===== src/rtl/mem_test_loader.sv =====
// mem_test_loader: test-mode master that bulk-loads a program image into the 256x16
// data/instruction memory before the multicycle core runs.
//
// Words from an upstream valid/ready stream are written to consecutive addresses
// starting at a programmable base (wrapping mod 2^ADDR_W). While a load is active
// Tbornot hands the memory's test port to this block; it is released after done.
// All outputs are registered; the memory writes on the falling edge, so Addr_tb,
// Data_tb and WE_tb are stable for half a cycle before the write strobe.
//
// Optional feature (macro MEM_TEST_LOADER_VERIFY_EN): after the load, read every
// written word back through MemOut and compare a 16-bit modular sum of the read data
// against the sum of the streamed words; a difference sets error.
//
// Ports:
//   clk        system clock (also drives the memory's clk_n pin)
//   rst        synchronous active-high reset
//   start      one-cycle pulse, begins a load when idle
//   base_addr  first word address, latched on start
//   length     word count 0..2^ADDR_W, latched on start; larger values flag error
//   in_data    stream word
//   in_valid   stream word valid
//   in_ready   loader accepts a word this cycle
//   MemOut     memory asynchronous read data (used only by the verify pass)
//   Tbornot    memory mode select, 1 = test port owns the memory
//   Addr_tb    test-mode address
//   Data_tb    test-mode write data
//   WE_tb      test-mode write enable
//   busy       high outside IDLE
//   done       one-cycle completion pulse
//   error      sticky error, cleared by the next accepted start
module mem_test_loader #(
    parameter int unsigned ADDR_W = 8,
    parameter int unsigned DATA_W = 16
) (
    input  logic              clk,
    input  logic              rst,
    input  logic              start,
    input  logic [ADDR_W-1:0] base_addr,
    input  logic [ADDR_W:0]   length,
    input  logic [DATA_W-1:0] in_data,
    input  logic              in_valid,
    output logic              in_ready,
    input  logic [DATA_W-1:0] MemOut,
    output logic              Tbornot,
    output logic [ADDR_W-1:0] Addr_tb,
    output logic [DATA_W-1:0] Data_tb,
    output logic              WE_tb,
    output logic              busy,
    output logic              done,
    output logic              error
);

    localparam int unsigned CntW = ADDR_W + 1;
    localparam logic [CntW-1:0] MaxLen = CntW'(1) << ADDR_W;

`ifdef MEM_TEST_LOADER_VERIFY_EN
    typedef enum logic [2:0] {StIdle, StLoad, StFlush, StDone, StVerify} state_e;
`else
    typedef enum logic [1:0] {StIdle, StLoad, StFlush, StDone} state_e;
`endif

    state_e              state_q, state_d;
    logic [ADDR_W-1:0]   base_q, base_d;
    logic [CntW-1:0]     len_q, len_d;
    logic [CntW-1:0]     cnt_q, cnt_d;
    logic [ADDR_W-1:0]   addr_q, addr_d;
    logic [DATA_W-1:0]   data_q, data_d;
    logic                we_q, we_d;
    logic                tb_q, tb_d;
    logic                ready_q, ready_d;
    logic                busy_q, busy_d;
    logic                done_q, done_d;
    logic                err_q, err_d;
    logic [CntW-1:0]     cnt_inc;
    logic                accept;

`ifdef MEM_TEST_LOADER_VERIFY_EN
    logic [DATA_W-1:0]   sum_in_q, sum_in_d;
    logic [DATA_W-1:0]   sum_rd_q, sum_rd_d;
    logic [DATA_W-1:0]   sum_rd_next;
`else
    // Read data only matters to the verify pass.
    logic                unused_memout;
    assign unused_memout = ^MemOut;
`endif

    assign cnt_inc = cnt_q + CntW'(1);
    assign accept  = in_valid && ready_q;

    always_comb begin
        state_d = state_q;
        base_d  = base_q;
        len_d   = len_q;
        cnt_d   = cnt_q;
        addr_d  = addr_q;
        data_d  = data_q;
        we_d    = 1'b0;
        tb_d    = tb_q;
        ready_d = 1'b0;
        busy_d  = busy_q;
        done_d  = 1'b0;
        err_d   = err_q;
`ifdef MEM_TEST_LOADER_VERIFY_EN
        sum_in_d    = sum_in_q;
        sum_rd_d    = sum_rd_q;
        sum_rd_next = sum_rd_q + MemOut;
`endif

        unique case (state_q)
            StIdle: begin
                if (start) begin
                    base_d = base_addr;
                    len_d  = length;
                    cnt_d  = '0;
                    err_d  = 1'b0;
                    tb_d   = 1'b1;
                    busy_d = 1'b1;
`ifdef MEM_TEST_LOADER_VERIFY_EN
                    sum_in_d = '0;
`endif
                    if (length == '0) begin
                        state_d = StDone;
                        done_d  = 1'b1;
                    end else if (length > MaxLen) begin
                        err_d   = 1'b1;
                        state_d = StDone;
                        done_d  = 1'b1;
                    end else begin
                        state_d = StLoad;
                        ready_d = 1'b1;
                    end
                end
            end

            StLoad: begin
                ready_d = ready_q;
                if (accept) begin
                    addr_d = base_q + cnt_q[ADDR_W-1:0];
                    data_d = in_data;
                    we_d   = 1'b1;
                    cnt_d  = cnt_inc;
`ifdef MEM_TEST_LOADER_VERIFY_EN
                    sum_in_d = sum_in_q + in_data;
`endif
                    // in_ready drops on the same edge that takes the final word.
                    if (cnt_inc == len_q) begin
                        ready_d = 1'b0;
                        state_d = StFlush;
                    end
                end
            end

            // The final write's WE_tb is high during this cycle.
            StFlush: begin
`ifdef MEM_TEST_LOADER_VERIFY_EN
                state_d  = StVerify;
                addr_d   = base_q;
                cnt_d    = '0;
                sum_rd_d = '0;
`else
                state_d = StDone;
                done_d  = 1'b1;
`endif
            end

`ifdef MEM_TEST_LOADER_VERIFY_EN
            // MemOut reflects the current Addr_tb; fold it in at the end of each cycle.
            StVerify: begin
                sum_rd_d = sum_rd_next;
                cnt_d    = cnt_inc;
                if (cnt_inc == len_q) begin
                    if (sum_rd_next != sum_in_q) begin
                        err_d = 1'b1;
                    end
                    state_d = StDone;
                    done_d  = 1'b1;
                end else begin
                    addr_d = addr_q + ADDR_W'(1);
                end
            end
`endif

            StDone: begin
                state_d = StIdle;
                tb_d    = 1'b0;
                busy_d  = 1'b0;
            end

            default: begin
                state_d = StIdle;
                tb_d    = 1'b0;
                busy_d  = 1'b0;
            end
        endcase
    end

    always_ff @(posedge clk) begin
        if (rst) begin
            state_q <= StIdle;
            base_q  <= '0;
            len_q   <= '0;
            cnt_q   <= '0;
            addr_q  <= '0;
            data_q  <= '0;
            we_q    <= 1'b0;
            tb_q    <= 1'b0;
            ready_q <= 1'b0;
            busy_q  <= 1'b0;
            done_q  <= 1'b0;
            err_q   <= 1'b0;
`ifdef MEM_TEST_LOADER_VERIFY_EN
            sum_in_q <= '0;
            sum_rd_q <= '0;
`endif
        end else begin
            state_q <= state_d;
            base_q  <= base_d;
            len_q   <= len_d;
            cnt_q   <= cnt_d;
            addr_q  <= addr_d;
            data_q  <= data_d;
            we_q    <= we_d;
            tb_q    <= tb_d;
            ready_q <= ready_d;
            busy_q  <= busy_d;
            done_q  <= done_d;
            err_q   <= err_d;
`ifdef MEM_TEST_LOADER_VERIFY_EN
            sum_in_q <= sum_in_d;
            sum_rd_q <= sum_rd_d;
`endif
        end
    end

    assign in_ready = ready_q;
    assign Tbornot  = tb_q;
    assign Addr_tb  = addr_q;
    assign Data_tb  = data_q;
    assign WE_tb    = we_q;
    assign busy     = busy_q;
    assign done     = done_q;
    assign error    = err_q;

endmodule


===== config.mk =====
export PLATFORM = sky130hd
export DESIGN_NAME = mem_test_loader
export DESIGN_NICKNAME = d
export VERILOG_FILES = /design/src/rtl/mem_test_loader.sv
export SDC_FILE = /design/constraint.sdc
export NUM_CORES = 1
export LEC_CHECK = 0
export ABC_AREA = 0
export CORE_UTILIZATION = 25
export CTS_CLUSTER_DIAMETER = 120
export CTS_CLUSTER_SIZE = 10
export DETAILED_ROUTE_END_ITERATION = 12
export PLACE_DENSITY = 0.5
export SYNTH_ARGS = -nofsm -noshare
export SYNTH_HDL_FRONTEND = slang
export SYNTH_SLANG_ARGS = --single-unit

===== constraint.sdc =====
create_clock -name clk -period 5 [get_ports clk]
set_input_delay 1 -clock clk [delete_from_list [all_inputs] [get_ports clk]]
set_output_delay 1 -clock clk [all_outputs]
set_load 0.03 [all_outputs]

### Yosys cells after proc, flatten, opt, wreduce, memory -nomap -nowiden

Cells that the tools add are included.

* bits in registers: 57
* input bits: 53
* output and inout bits: 30
* word-level logic and storage cells: 57

* $add $sub $neg: 2
* $lt $le $gt $ge: 1
* equality and inequality tests: 7
* multiplexer cells: 23
* bitwise logic cells: 1
* reduce and logical (&&, ||, !) cells: 12

Operator list (number)
* 2-to-1 mux 9 bit: 2
* case mux 9 bit (2 select lines): 1
* 2-to-1 mux 1 bit: 11
* 2-to-1 mux 2 bit: 5
* adder 9 x 1 -> 9 bit, second input constant: 1
* == test 9 bit: 1
* > comparator 9 bit, second input constant: 1
* logical NOT 9 bit: 1
* adder 8 bit: 1
* case mux 2 bit (4 select lines): 1
* AND reduction 2 bit: 4
* != test 2 bit, second input constant: 3
* case mux 1 bit (2 select lines): 3
* AND reduction 3 bit: 2
* == test 2 bit, second input constant: 2
* nonzero test 2 bit: 2
* == test 2 x 1 -> 1 bit, second input constant: 1
* logical NOT 2 bit: 1
* OR reduction 2 bit: 1
* logical AND 1 bit: 1
* NOT 1 bit: 1

### Longest topological paths before layout

* depth after elaboration: 5
* mapped depth: 10
* gate-level depth less buffers: 9

### Worst setup path after synthesis

OpenSTA, ideal clock, no wires.

* path kind: input-to-reg
* from: input in_valid
* to: register cnt_q[7]
* data arrival time: 2067 ps
* required time: 4909 ps
* slack: 2842 ps
* stages on the path: 6
* path buffers: 2
* cells stage by stage: and3_1 clkbuf_1 and2_1 clkbuf_1 o21ai_0 a311oi_1

* longest elaborated chain between the ends: 3

Ends and longest elaborated chain
* start: declaration: line 41 `input logic in_valid,`
* logical AND 1 bit: line 88 `assign accept = in_valid && ready_q;`
* != test 2 bit (no source line)
* AND reduction 3 bit (no source line)
* end signal: assignment: line 219 `cnt_q <= cnt_d;`
* end: declaration: line 65 `logic [CntW-1:0] cnt_q, cnt_d;`

Every way passes these cells.
A chain may end at the register's enable or synchronous reset.

### Worst setup path in the final report

* from: input in_valid
* to: register cnt_q[8]

Same word-level chain as after synthesis.

==> results.sh <==
export IMPL_cell_internal_pwr_mw=0.9141
export IMPL_wl_per_cell_um=13.01
export IMPL_worstPathCellList="clkdlybuf4s50_1, and3_1, buf_4, nand2_1, o21ai_1, o21ai_0, a21oi_1, nor2_1"
export IMPL_worst_hold_path_cell_count=2
export IMPL_totalNegativeSetupSlack_ps=0
export IMPL_mostFrequentLayoutCell="sky130_fd_sc_hd__nand2_1"
export IMPL_area_delta_synth_final_pct=36.52
export IMPL_arrival_ps=3100
export IMPL_cts_htree_levels=3
export IMPL_fin_crit_ps=2909
export IMPL_worstMarginPinSlew_ps=1103
export IMPL_post_place_ws_ps=1752
export IMPL_clock_power_share_pct=37.0
export IMPL_final_cell_mix="sky130_fd_sc_hd__nand2_1, sky130_fd_sc_hd__clkdlybuf4s50_1, sky130_fd_sc_hd__dfxtp_1"
export IMPL_area_used_by_multi_input_combinational_logic_sq_mm=0.001456
export IMPL_clk_path_buf_depth=2
export IMPL_grt_first_pass_wirelength_um=12050
export IMPL_route_top_layer_used="met4"
export IMPL_regToRegStartpoint="state_q[1]"
export IMPL_floorplan_core_area_sq_mm=0.01042
export IMPL_synth_top_flop_cell="sky130_fd_sc_hd__dfxtp_1"
export IMPL_post_detail_place_hpwl_um=4824
export IMPL_grt_usage_pct=13.74
export IMPL_die_width_um=106.0
export IMPL_fraction_of_synthesized_cell_area_in_xor_and_xnor_cells_pct=5.825
export IMPL_fillers=1109
export IMPL_post_synth_fa_ha_maj_area_fraction_pct=6.750
export IMPL_hold_path_end="Addr_tb[2]"
export IMPL_fin_area_sq_mm=0.003695
export IMPL_final_seq_area_sq_mm=0.001141
export IMPL_yosysWarningCount=0
export IMPL_setup_reg_to_reg_worst_slack_ps=2420
export IMPL_met3RoutedLength_um=204
export IMPL_combPwrFrac_pct=23.5
export IMPL_wire_length_the_detailed_router_placed_on_met1_um=3477
export IMPL_cp_end_kind="flip-flop"
export IMPL_boundaryPins=83
export IMPL_met2_wirelength_um=3146
export IMPL_register_bit_total_from_synthesis=57
export IMPL_post_drt_via_cell_ratio=4.472
export IMPL_chipHeight_um=106.0
export IMPL_place_congestion=0.7537
export IMPL_crit_path_top_delay_cell="sky130_fd_sc_hd__clkdlybuf4s50_1"
export IMPL_routed_via_count=2415
export IMPL_post_cts_hold_buffer_count=0
export IMPL_synth_cell_area_sq_mm=0.002706
export IMPL_p_leak_nw=1.310
export IMPL_crit_buf_inv=2
export IMPL_grt_setup_unrepaired="no"
export IMPL_worstReg2RegEnd="cnt_q[8]"
export IMPL_muxShareOfSynthArea_pct=1.110
export IMPL_finalNetCount=466
export IMPL_synth_top_family_by_area="simple AND/OR/NAND/NOR gates"
export IMPL_status="finished, final reports clean"
export IMPL_drt_first_iter_violations=100
export IMPL_hold_class="flip-flop to flip-flop"
export IMPL_synthesis_area_per_instance_sq_um=7.983
export IMPL_power_switching_mw=0.4268
export IMPL_setup_viol=0
export IMPL_finalMaxSlewViolations=0
export IMPL_first_global_vias=2454
export IMPL_hold_start="Addr_tb[2]"
export IMPL_maxSlewHeadroom_pct=26.45
export IMPL_drc_errors=0
export IMPL_crit_family="buffers and inverters"
export IMPL_power_ir_vdd_worst_mv=0.1132
export IMPL_antenna_cells_inserted=0
export IMPL_finalHoldViolCount=0
export IMPL_timing_max_cap_violations=0
export IMPL_synth_edff_count=0
export IMPL_global_route_overflow_total=0
export IMPL_worst_skew_pair_late_latency_ps=350
export IMPL_cts_sinks=57
export IMPL_synth_simple_gate_area_share_pct=23.21
export IMPL_syn_nets=406
export IMPL_placedInstanceArea_sq_mm=0.003468
export IMPL_start_util_pct=25.98
export IMPL_grt_start_max_net_pins=60
export IMPL_maximum_fanout_count_along_the_critical_path=28
export IMPL_die_area_sq_mm=0.01125
export IMPL_hold_slack_ps=452.7
export IMPL_timing_critical_path_slowest_cell_delay_ps=510
export IMPL_post_cts_repair_setup_buffers=0
export IMPL_report_power_total_mw=1.341
export IMPL_synth_lib_cells_used_distinct=41
export IMPL_synth_seq_area_share_pct=42.16
export IMPL_timing_clock_skew_ps=10.14
export IMPL_numPortBuffers=66
export IMPL_detail_route_antenna_nets=0
export IMPL_route_final_wire_length_um=7025
export IMPL_cts_tree="done"
export IMPL_layout_drive_gt1_share_pct=5.941
export IMPL_grt_antenna_before_repair=0
export IMPL_sw_frac_of_total_pct=31.83
export IMPL_fp_row_count=37
export IMPL_clk_pin_slew_worst_paths_ps=80
export IMPL_fmaxAchievable_mhz=343.8
export IMPL_ff2ff_path_depth=9
export IMPL_powerDensity_mw_per_mm2=362.9
export IMPL_clockRootBuffer="sky130_fd_sc_hd__clkbuf_8"
export IMPL_worst_setup_path_start_kind="primary input"
export IMPL_power_frac_seq_pct=39.5
export IMPL_syn_inst=339
export IMPL_synth_compound_area_share_pct=16.92
export IMPL_cts_buffers_inserted=9
export IMPL_crit_required_ps=5190
export IMPL_detailedRoute_firstPassIterationCount=4
export IMPL_final_period_utilization_pct=58.17
export IMPL_critPathKind="primary input to flip-flop"
export IMPL_final_setup_worst_slack_ps=2091
export IMPL_cts_repair_resized=0
export IMPL_ys_async_sr_fraction_pct=0
synthesized netlist by cell type, types with 3 or more instances:
cell	number	area, sq um
sky130_fd_sc_hd__nand3_1	4	20.02
sky130_fd_sc_hd__nor3_1	4	20.02
sky130_fd_sc_hd__o21ai_0	10	50.05
sky130_fd_sc_hd__xor2_1	5	43.79
sky130_fd_sc_hd__ha_1	13	162.7
sky130_fd_sc_hd__mux2i_1	3	30.03
sky130_fd_sc_hd__a211oi_1	3	22.52
sky130_fd_sc_hd__a21oi_1	51	255.2
sky130_fd_sc_hd__nand2_1	90	337.8
sky130_fd_sc_hd__xnor2_1	13	113.9
sky130_fd_sc_hd__nor4_1	5	31.28
sky130_fd_sc_hd__clkbuf_1	15	56.30
sky130_fd_sc_hd__nor2_1	20	75.07
sky130_fd_sc_hd__inv_1	10	37.54
sky130_fd_sc_hd__dfxtp_1	57	1141
tightest hold or removal path, stage by stage, from the launching register on:
cell and delay, ps:
sky130_fd_sc_hd__dfxtp_1 310, sky130_fd_sc_hd__nand2_1 50, sky130_fd_sc_hd__a21oi_1 50
per-layer routing:
metal / track usage, % / up-vias
met3: 2.759 / 15
met2: 21.85 / 44
li1: - / 1263
met1: 17.38 / 1093
met4: 7.540 / 0
met5: 0 / -
worst max-delay path by stage:
| stage | from | end | slack, ps | depth (start not counted) |
|---|---|---|---|---|
| floorplan | in_valid | cnt_q[7] | 2840 | 6 |
| global placement | in_valid | cnt_q[6] | 1770 | 8 |
| detailed placement | in_valid | cnt_q[8] | 1750 | 8 |
| CTS | in_valid | cnt_q[8] | 2110 | 8 |
| global route | in_valid | cnt_q[6] | 1850 | 8 |
| finish | in_valid | cnt_q[8] | 2090 | 8 |
state kept, by name, summed over array words and instances (netlist names):
register and flops:
in_ready 1, Addr_tb 8, done 1, busy 1
state_q 2, error 1, len_q 9, WE_tb 1
Data_tb 16, base_q 8, cnt_q 9
area by class of cell:
class / instances / share of cell area (%)
multi-input combinational: 254 / 39.42
sequential: 57 / 30.88
timing repair buffer: 67 / 17.95
tap: 136 / 4.605
clock buffer: 9 / 3.353
clock inverter: 7 / 2.777
inverter: 10 / 1.016
through the flow:
stage / std cells / utilization [%]
CTS: 540 / 35.47
finish: 540 / 35.47
detailed placement: 524 / 33.30
floorplan: 339 / -
global placement: 524 / 33.30
global route: 540 / 35.47
logic make-up (layout without fill, tap and decap cells):
family,count (synthesis),after routing
muxes,3,3
DFF,57,57
xor gates and xnor gates,18,18
AOI/OAI and AO/OA,78,78
adders and majority gates,14,14
and+or+nand+nor,141,141
buffers and inverters,28,93
power by group through the flow:
stage | registers (mW) | clock network (mW) | logic, mW
CTS | 0.531 | 0.508 | 0.321
floorplan | 0.555 | 0 | 0.198
finish | 0.530 | 0.496 | 0.315
global route | 0.537 | 0.530 | 0.355
global placement | 0.541 | 0 | 0.313
detailed placement | 0.541 | 0 | 0.319
(Power assumes the default switching activity.)
